`config.mk`:
```
export PLATFORM = sky130hd
export DESIGN_NAME = alu_seq
export DESIGN_NICKNAME = d
export VERILOG_FILES = /design/src/rtl/alu_seq.sv
export SDC_FILE = /design/constraint.sdc
export NUM_CORES = 1
export LEC_CHECK = 0
export CORE_MARGIN = 2
export CORE_UTILIZATION = 40
export DETAILED_ROUTE_END_ITERATION = 7
export GPL_ROUTABILITY_DRIVEN = 0
export PLACE_DENSITY_LB_ADDON = 0.25
export SLEW_MARGIN = 20
export SYNTH_ARGS = -nofsm -noshare
export SYNTH_HDL_FRONTEND = slang
export SYNTH_SLANG_ARGS = --single-unit
```
`constraint.sdc`:
```
create_clock -name clk -period 6 [get_ports clk]
set_input_delay 1.2 -clock clk [delete_from_list [all_inputs] [get_ports clk]]
set_output_delay 1.2 -clock clk [all_outputs]
set_load 0.03 [all_outputs]
```
`src/rtl/alu_seq.sv`:
```
// alu_seq: registered ALU with valid/ready handshake on input and output.
// Single-cycle arithmetic/logic ops, iterative one-bit-per-cycle shifts.
// Optional iterative shift-add multiplier (opcode 1011) when ALU_MUL_EN is
// defined; without it, 1011 behaves like any other undefined opcode.
module alu_seq #(
    parameter int WIDTH = 32
) (
    input  logic             clk,
    input  logic             rst,
    input  logic             in_valid,
    output logic             in_ready,
    input  logic [3:0]       opcode,
    input  logic [WIDTH-1:0] A,
    input  logic [WIDTH-1:0] B,
    output logic             out_valid,
    input  logic             out_ready,
    output logic [WIDTH-1:0] OUT,
    output logic             Z,
    output logic             N,
    output logic             C,
    output logic             V
);

    localparam int SAW = $clog2(WIDTH);
    // Counter is one bit wider than the shift amount so it can hold WIDTH.
    localparam int CW  = SAW + 1;

    localparam logic [3:0] OP_ADD = 4'b0001;
    localparam logic [3:0] OP_AND = 4'b0010;
    localparam logic [3:0] OP_OR  = 4'b0011;
    localparam logic [3:0] OP_XOR = 4'b0100;
    localparam logic [3:0] OP_INC = 4'b0101;
    localparam logic [3:0] OP_NOT = 4'b0110;
    localparam logic [3:0] OP_SUB = 4'b0111;
    localparam logic [3:0] OP_SHL = 4'b1000;
    localparam logic [3:0] OP_SHR = 4'b1001;
    localparam logic [3:0] OP_SRA = 4'b1010;
`ifdef ALU_MUL_EN
    localparam logic [3:0] OP_MUL = 4'b1011;
`endif

    typedef enum logic [1:0] {
        IDLE = 2'd0,
        ITER = 2'd1,
        HOLD = 2'd2
    } state_t;

    state_t           state_q, state_d;
    logic [WIDTH-1:0] out_q, out_d;
    logic             z_q, z_d, n_q, n_d, c_q, c_d, v_q, v_d;
    logic             out_valid_q, out_valid_d;
    logic [WIDTH-1:0] acc_q, acc_d;
    logic [CW-1:0]    cnt_q, cnt_d;
    logic [3:0]       op_q, op_d;
`ifdef ALU_MUL_EN
    logic [WIDTH-1:0] hi_q, hi_d;
    logic [WIDTH-1:0] opa_q, opa_d;
    logic [WIDTH:0]   mul_sum;
    logic [WIDTH-1:0] hi_step;
`endif

    logic [WIDTH:0]   add_full, sub_full, inc_full;
    logic [CW-1:0]    shamt;
    logic             transfer;
    logic             ld;
    logic [WIDTH-1:0] ld_res;
    logic             ld_c, ld_v;
    logic [WIDTH-1:0] step_acc;
    logic             step_c;

    assign in_ready  = (state_q == IDLE) && (!out_valid_q || out_ready);
    assign transfer  = in_valid && in_ready;
    assign out_valid = out_valid_q;
    assign OUT       = out_q;
    assign Z         = z_q;
    assign N         = n_q;
    assign C         = c_q;
    assign V         = v_q;

    assign add_full = {1'b0, A} + {1'b0, B};
    // A + ~B + 1: the carry out is the inverted borrow (1 when A >= B).
    assign sub_full = {1'b0, A} + {1'b0, ~B} + (WIDTH+1)'(1);
    assign inc_full = {1'b0, A} + (WIDTH+1)'(1);
    assign shamt    = {1'b0, B[SAW-1:0]};

    // One iteration step of the latched shift (or multiply) operation.
    always_comb begin
        step_acc = acc_q;
        step_c   = 1'b0;
`ifdef ALU_MUL_EN
        // {hi,acc} is the partial product; acc starts as the multiplier and
        // is consumed from the LSB while product bits shift in at the top.
        mul_sum  = {1'b0, hi_q} + {1'b0, (acc_q[0] ? opa_q : {WIDTH{1'b0}})};
        hi_step  = hi_q;
`endif
        case (op_q)
            OP_SHL: begin
                step_acc = {acc_q[WIDTH-2:0], 1'b0};
                step_c   = acc_q[WIDTH-1];
            end
            OP_SHR: begin
                step_acc = {1'b0, acc_q[WIDTH-1:1]};
                step_c   = acc_q[0];
            end
            OP_SRA: begin
                step_acc = {acc_q[WIDTH-1], acc_q[WIDTH-1:1]};
                step_c   = acc_q[0];
            end
`ifdef ALU_MUL_EN
            OP_MUL: begin
                step_acc = {mul_sum[0], acc_q[WIDTH-1:1]};
                hi_step  = mul_sum[WIDTH:1];
                step_c   = |mul_sum[WIDTH:1];
            end
`endif
            default: ;
        endcase
    end

    // Next-state, result and flag computation for the FSM.
    always_comb begin
        state_d     = state_q;
        out_d       = out_q;
        z_d         = z_q;
        n_d         = n_q;
        c_d         = c_q;
        v_d         = v_q;
        out_valid_d = out_valid_q && !out_ready;
        acc_d       = acc_q;
        cnt_d       = cnt_q;
        op_d        = op_q;
`ifdef ALU_MUL_EN
        hi_d        = hi_q;
        opa_d       = opa_q;
`endif
        ld          = 1'b0;
        ld_res      = '0;
        ld_c        = 1'b0;
        ld_v        = 1'b0;

        case (state_q)
            IDLE: begin
                if (transfer) begin
                    case (opcode)
                        OP_ADD: begin
                            ld     = 1'b1;
                            ld_res = add_full[WIDTH-1:0];
                            ld_c   = add_full[WIDTH];
                            ld_v   = (A[WIDTH-1] == B[WIDTH-1]) &&
                                     (add_full[WIDTH-1] != A[WIDTH-1]);
                        end
                        OP_SUB: begin
                            ld     = 1'b1;
                            ld_res = sub_full[WIDTH-1:0];
                            ld_c   = sub_full[WIDTH];
                            ld_v   = (A[WIDTH-1] != B[WIDTH-1]) &&
                                     (sub_full[WIDTH-1] != A[WIDTH-1]);
                        end
                        OP_INC: begin
                            ld     = 1'b1;
                            ld_res = inc_full[WIDTH-1:0];
                            ld_c   = inc_full[WIDTH];
                            ld_v   = !A[WIDTH-1] && inc_full[WIDTH-1];
                        end
                        OP_NOT: begin
                            ld     = 1'b1;
                            ld_res = ~A;
                        end
                        OP_AND: begin
                            ld     = 1'b1;
                            ld_res = A & B;
                        end
                        OP_OR: begin
                            ld     = 1'b1;
                            ld_res = A | B;
                        end
                        OP_XOR: begin
                            ld     = 1'b1;
                            ld_res = A ^ B;
                        end
                        OP_SHL, OP_SHR, OP_SRA: begin
                            if (shamt == '0) begin
                                ld     = 1'b1;
                                ld_res = A;
                            end else begin
                                acc_d   = A;
                                cnt_d   = shamt;
                                op_d    = opcode;
                                state_d = ITER;
                            end
                        end
`ifdef ALU_MUL_EN
                        OP_MUL: begin
                            acc_d   = B;
                            hi_d    = '0;
                            opa_d   = A;
                            cnt_d   = CW'(WIDTH);
                            op_d    = opcode;
                            state_d = ITER;
                        end
`endif
                        // Undefined opcode: result and flags untouched, but
                        // still answer so the producer never stalls.
                        default: out_valid_d = 1'b1;
                    endcase
                end
            end
            ITER: begin
                acc_d = step_acc;
                cnt_d = cnt_q - CW'(1);
`ifdef ALU_MUL_EN
                hi_d  = hi_step;
`endif
                if (cnt_q == CW'(1)) begin
                    ld      = 1'b1;
                    ld_res  = step_acc;
                    ld_c    = step_c;
                    state_d = out_ready ? IDLE : HOLD;
                end
            end
            HOLD: begin
                if (out_ready) begin
                    state_d = IDLE;
                end
            end
            default: state_d = IDLE;
        endcase

        if (ld) begin
            out_d       = ld_res;
            z_d         = (ld_res == '0);
            n_d         = ld_res[WIDTH-1];
            c_d         = ld_c;
            v_d         = ld_v;
            out_valid_d = 1'b1;
        end
    end

    // State and output registers; reset discards any in-flight iteration.
    always_ff @(posedge clk or posedge rst) begin
        if (rst) begin
            state_q     <= IDLE;
            out_q       <= '0;
            z_q         <= 1'b0;
            n_q         <= 1'b0;
            c_q         <= 1'b0;
            v_q         <= 1'b0;
            out_valid_q <= 1'b0;
            acc_q       <= '0;
            cnt_q       <= '0;
            op_q        <= '0;
`ifdef ALU_MUL_EN
            hi_q        <= '0;
            opa_q       <= '0;
`endif
        end else begin
            state_q     <= state_d;
            out_q       <= out_d;
            z_q         <= z_d;
            n_q         <= n_d;
            c_q         <= c_d;
            v_q         <= v_d;
            out_valid_q <= out_valid_d;
            acc_q       <= acc_d;
            cnt_q       <= cnt_d;
            op_q        <= op_d;
`ifdef ALU_MUL_EN
            hi_q        <= hi_d;
            opa_q       <= opa_d;
`endif
        end
    end

endmodule

```
==> Word level (Yosys, flattened, before mapping) <==
Cells that the tools add are included.
{ "totals": {"reg_bits": 81, "out_inout_bits": 38} }
{ "classes": {"n_addsub": 5, "eq_ne": 25, "mux": 38, "bitwise_logic": 6, "reduce_logical": 21} }
{ "ops": {"columns": ["op", "count"], "rows": [
  ["32-bit one-hot mux with 8 select lines", 1],
  ["32-bit two-way mux", 6],
  ["32-bit one-hot mux with 2 select lines", 2],
  ["32-bit one-hot mux with 3 select lines", 1],
  ["32-bit by 32-bit adder with 33-bit output", 2],
  ["32-bit NOT", 2],
  ["32-bit by 1-bit adder with 33-bit output (second input constant)", 1],
  ["33-bit by 1-bit adder with 33-bit output (second input constant)", 1],
  ["32-bit AND", 1],
  ["32-bit logical NOT", 1],
  ["32-bit bitwise OR", 1],
  ["32-bit bitwise XOR", 1],
  ["4-bit equality test (second input constant)", 6],
  ["6-bit two-way mux", 3],
  ["4-bit by 3-bit equality test with 1-bit output (second input constant)", 4],
  ["2-bit two-way mux", 6],
  ["6-bit one-hot mux with 2 select lines", 1],
  ["1-bit two-way mux", 11],
  ["10-bit OR reduction", 1],
  ["4-bit by 2-bit equality test with 1-bit output (second input constant)", 2],
  ["2-bit != test (second input constant)", 4],
  ["1-bit one-hot mux with 2 select lines", 4],
  ["4-bit AND reduction", 2],
  ["7-bit OR reduction", 1],
  ["20 further kinds", 30]
]} }

==> Longest topological paths before layout <==
{ "logic_depth": {"word_depth": 8, "depth_mapped": 15, "depth_no_buf": 15} }

==> Least setup slack after synthesis <==
No wires, ideal clock.
{ "synth_timing": {"kind": "input-to-reg", "startpoint": "input port A[11]", "endpoint": "register z_q (netlist: Z)", "setup_time_ps": 66, "arrival_ps": 4018, "required_time_ps": 5934, "path_slack_ps": 1916, "stages": 13, "n_path_buf": 1, "path_cell_list": "buf_2 > inv_1 > ha_1 > or2_2 > a2111oi_0 > o31a_1 > o21ai_0 > a22o_1 > a221o_1 > a222oi_1 > and4_1 > nand4_1 > nand2_1"} }
{ "synth_between": {"elab_chain_len": 6} }
{ "synth_lines": {"columns": ["element", "line", "text"], "rows": [
  ["start, declared", "13", "input logic [WIDTH-1:0] A,"],
  ["32-bit by 32-bit adder with 33-bit output", "82", "assign sub_full = {1'b0, A} + {1'b0, ~B} + (WIDTH+1)'(1);"],
  ["33-bit by 1-bit adder with 33-bit output", "82", null],
  ["32-bit one-hot mux with 8 select lines *", "144", "case (opcode)"],
  ["32-bit two-way mux *", "143", "if (transfer) begin"],
  ["32-bit one-hot mux with 2 select lines *", "141", "case (state_q)"],
  ["32-bit logical NOT *", "231", "z_d = (ld_res == '0);"],
  ["end signal, assigned", "259", "z_q <= z_d;"],
  ["end, declared", "50", "logic z_q, z_d, n_q, n_d, c_q, c_d, v_q, v_d;"]
]} }
Every way passes the cells marked *; elsewhere a longest branch is shown, timed or not.
A chain may end at the register's enable or synchronous reset.

==> Worst setup path in the final report <==
{ "layout_timing": {"startpoint": "input port A[4]", "endpoint": "register z_q (netlist: Z)"} }
The elaborated chain is that of the path after synthesis.

==> reports/results.tsv <==
stage	metric	value	unit
clock_tree	htree_levels	3	
timing	rsz0062_at_grt	no	
timing	worstMarginPinSlew	1250	ps
timing	finalCriticalPeriod	5550	ps
clock_tree	root_buffer	clkbuf_16	
worst_setup_path	cp-end-kind	flip-flop	
yosys	synthArstFlopShare	100	%
yosys	synth_fa_ha_area_share	11.6	%
hold_path	worstHoldPathType	flip-flop to flip-flop	
yosys	synth_cell_type_count	89	
power	clockPowerShare	13.1	%
routing	dr.pass1.iters	8	
power	cellInternalPower	2.18	mW
timing	clock_skew	5.82	ps
die	fp.coreArea	0.0296	sq mm
placed_design	pre_cts_ws	310	ps
yosys	post_synth.cell_area_avg	7.19	sq um
die	rows	63	
yosys	synthesis.area	0.0121	sq mm
power	p_switching	2.26	mW
clock_tree	numCtsBuffers	9	
die	die_h	178	microns
placed_design	port-buffer-count	109	
global_routing	grt_usage	33.0	%
yosys	synth_compound_area_share	35.6	%
global_routing	grt_pass1_wl	79900	microns
yosys	yosysSeqAreaShare	16.6	%
routing	drcViolationCount	0	
timing	fin_crit_sh	92.4	%
timing	whs	478	ps
routing	first_iter_violations	2173	
yosys	synthMuxAreaShare	3.36	%
clock_tree	clock_path_buffers	2	
finish	final_util	47.6	%
yosys	synth_top_family_by_area	compound AO/OA/AOI/OAI gates	
clock_tree	holdBufCountCts	0	
power	combPwrFrac	62.3	%
routing	post_drt_wl_per_cell	24.9	microns
global_routing	antenna_found_initial	1	
global_routing	grt_pass1_vias	13400	
run	drv_cap	0	
worst_setup_path	crit_required	6290	ps
placed_design	place_hpwl	40900	microns
clock_tree	cts-resized-gates	0	
power	fin_total_pwr	4.44	mW
routing	postRouteAntennaNets	0	
timing	tns	0	ps
routing	drt-total-wl	53400	microns
clock_tree	cts_tree	done	
timing	drv_slew	0	
clock_tree	postCtsSetupRepairBufs	0	
worst_setup_path	cp_max_fo	13	
worst_setup_path	startpoint_type	input pin	
yosys	synth_cells	1677	
worst_setup_path	critical_path_class	input pin to flip-flop	
yosys	synth-edff-count	0	
routing	vias	14400	
finish	areaGrowthSynthToFinish	17.0	%
worst_setup_path	crit_arrival	5840	ps
die	io_pins	110	
clock_tree	insertion_delay	350	ps
timing	setup_viol	0	
timing	fmax	180	MHz
yosys	ys.flop_type	dfrtp_1	
timing	setup_slack	453	ps
clock_tree	cts.clk_slew.worst_paths	70	ps
power	swShare	50.9	%
yosys	syn_nets	1860	
global_routing	gr-total-overflow	0	
die	die_x	178	microns
routing	viasPerCell	6.72	
global_routing	grt_max_degree	63	
yosys	synthSimpleGateAreaFrac	23.8	%
finish	fin_nets	1931	
finish	final_cell_mix	nand2_1, o21ai_0, nor2_1	
power	sequentialPowerShare	24.6	%
die	start_util	40.7	%
clock_tree	cts.sink_count	80	
finish	antennaDiodeCount	0	
status	status	completed	
yosys	synth-seq-cells	80	
die	dieArea	0.0315	sq mm
timing	final-hold-violation-count	0	
finish	drive_gt1_share	9.13	%
power	ir_worst_vdd	0.000182	V
yosys	synth_xor_area_share	1.60	%
power	p_leak	5.94	nW
finish	mostFrequentLayoutCell	nand2_1	
yosys	ys_warn_count	0	
timing	slew_headroom	16.2	%
power	power_per_cell_area	315	mW/mm^2
[area by class of cell]
cell class | count | area [sq um]
timing repair buffer | 182 | 1650
fill | 3031 | 15500
clock inverter | 7 | 80.1
multi-input combinational | 1369 | 9260
tap | 390 | 488
sequential | 80 | 2000
inverter | 106 | 399
clock buffer | 9 | 225
[kinds of logic after synthesis]
| family | count (synthesis) |
|---|---|
| fa+ha+maj | 111 |
| xor+xnor | 22 |
| flops | 80 |
| simple gates | 572 |
| buf+inv | 228 |
| mux | 38 |
| compound gates | 626 |
[power groups by stage]
stage / sequential, mW / clock, mW / combinational (mW)
floorplan: 1.19 / 0 / 1.65
global placement: 1.08 / 0 / 2.65
detailed placement: 1.09 / 0 / 2.69
CTS: 1.08 / 0.580 / 2.70
global route: 1.12 / 0.602 / 2.98
finish: 1.09 / 0.581 / 2.77
[cell usage after synthesis, types with 17 or more instances]
library cell | count | area, sq um
a211oi_1 | 19 | 143
a21o_1 | 26 | 195
a21oi_1 | 108 | 541
a22oi_1 | 22 | 165
a31oi_1 | 30 | 188
buf_2 | 17 | 85.1
clkbuf_1 | 90 | 338
dfrtp_1 | 80 | 2000
ha_1 | 109 | 1360
inv_1 | 106 | 398
mux2_2 | 20 | 225
mux2i_1 | 18 | 180
nand2_1 | 188 | 706
nand2b_1 | 33 | 206
nand3_1 | 39 | 195
nand4_1 | 22 | 138
nor2_1 | 124 | 465
nor2b_1 | 26 | 163
nor3_1 | 30 | 150
nor4_1 | 21 | 131
o211ai_1 | 31 | 233
o21ai_0 | 130 | 651
o22ai_1 | 51 | 319
o31ai_1 | 24 | 180
[per-layer routing]
metal,share of wire [%],vias to the layer above,global-route usage (%)
met3,14,196,10.8
met4,4.6,2,13.6
met2,40,1025,47.7
met5,0.017,-,0
met1,41,6766,44.9
li1,-,6411,-
[registers in the layout (all words and copies together), names as in the netlist]
name       count
out_valid      1
C              1
OUT           32
state_q        2
cnt_q          6
op_q           4
V              1
Z              1
acc_q         32
[worst max-delay path: stages]
cell and delay (ps):
clkdlybuf4s50_1 720, inv_1 160, ha_1 370, buf_4 200, a21o_1 210, a221o_1 370
o2111ai_1 400, a21oi_1 210, nand2b_1 210, a221oi_1 410, a31oi_1 230, or3_1 350
nor4_1 500, nand4_1 180, nand2_1 100
[final timing paths]
check	startpoint	end	slack, ps	cells after the start
max	A[4]	Z	450	15
min	OUT[11]	OUT[11]	480	1
max reg2reg	op_q[0]	Z	1880	11
min reg2reg	OUT[11]	OUT[11]	480	1
max in group asynchronous	rst	out_valid	3670	3
min in group asynchronous	rst	OUT[23]	1320	2
[stage by stage]
stage | instances | cell area, sq um
floorplan | 1677 | 12100
global placement | 2127 | 13800
detailed placement | 2127 | 13800
CTS | 2143 | 14100
global route | 2143 | 14100
finish | 2143 | 14100
(Power assumes the default switching activity.)
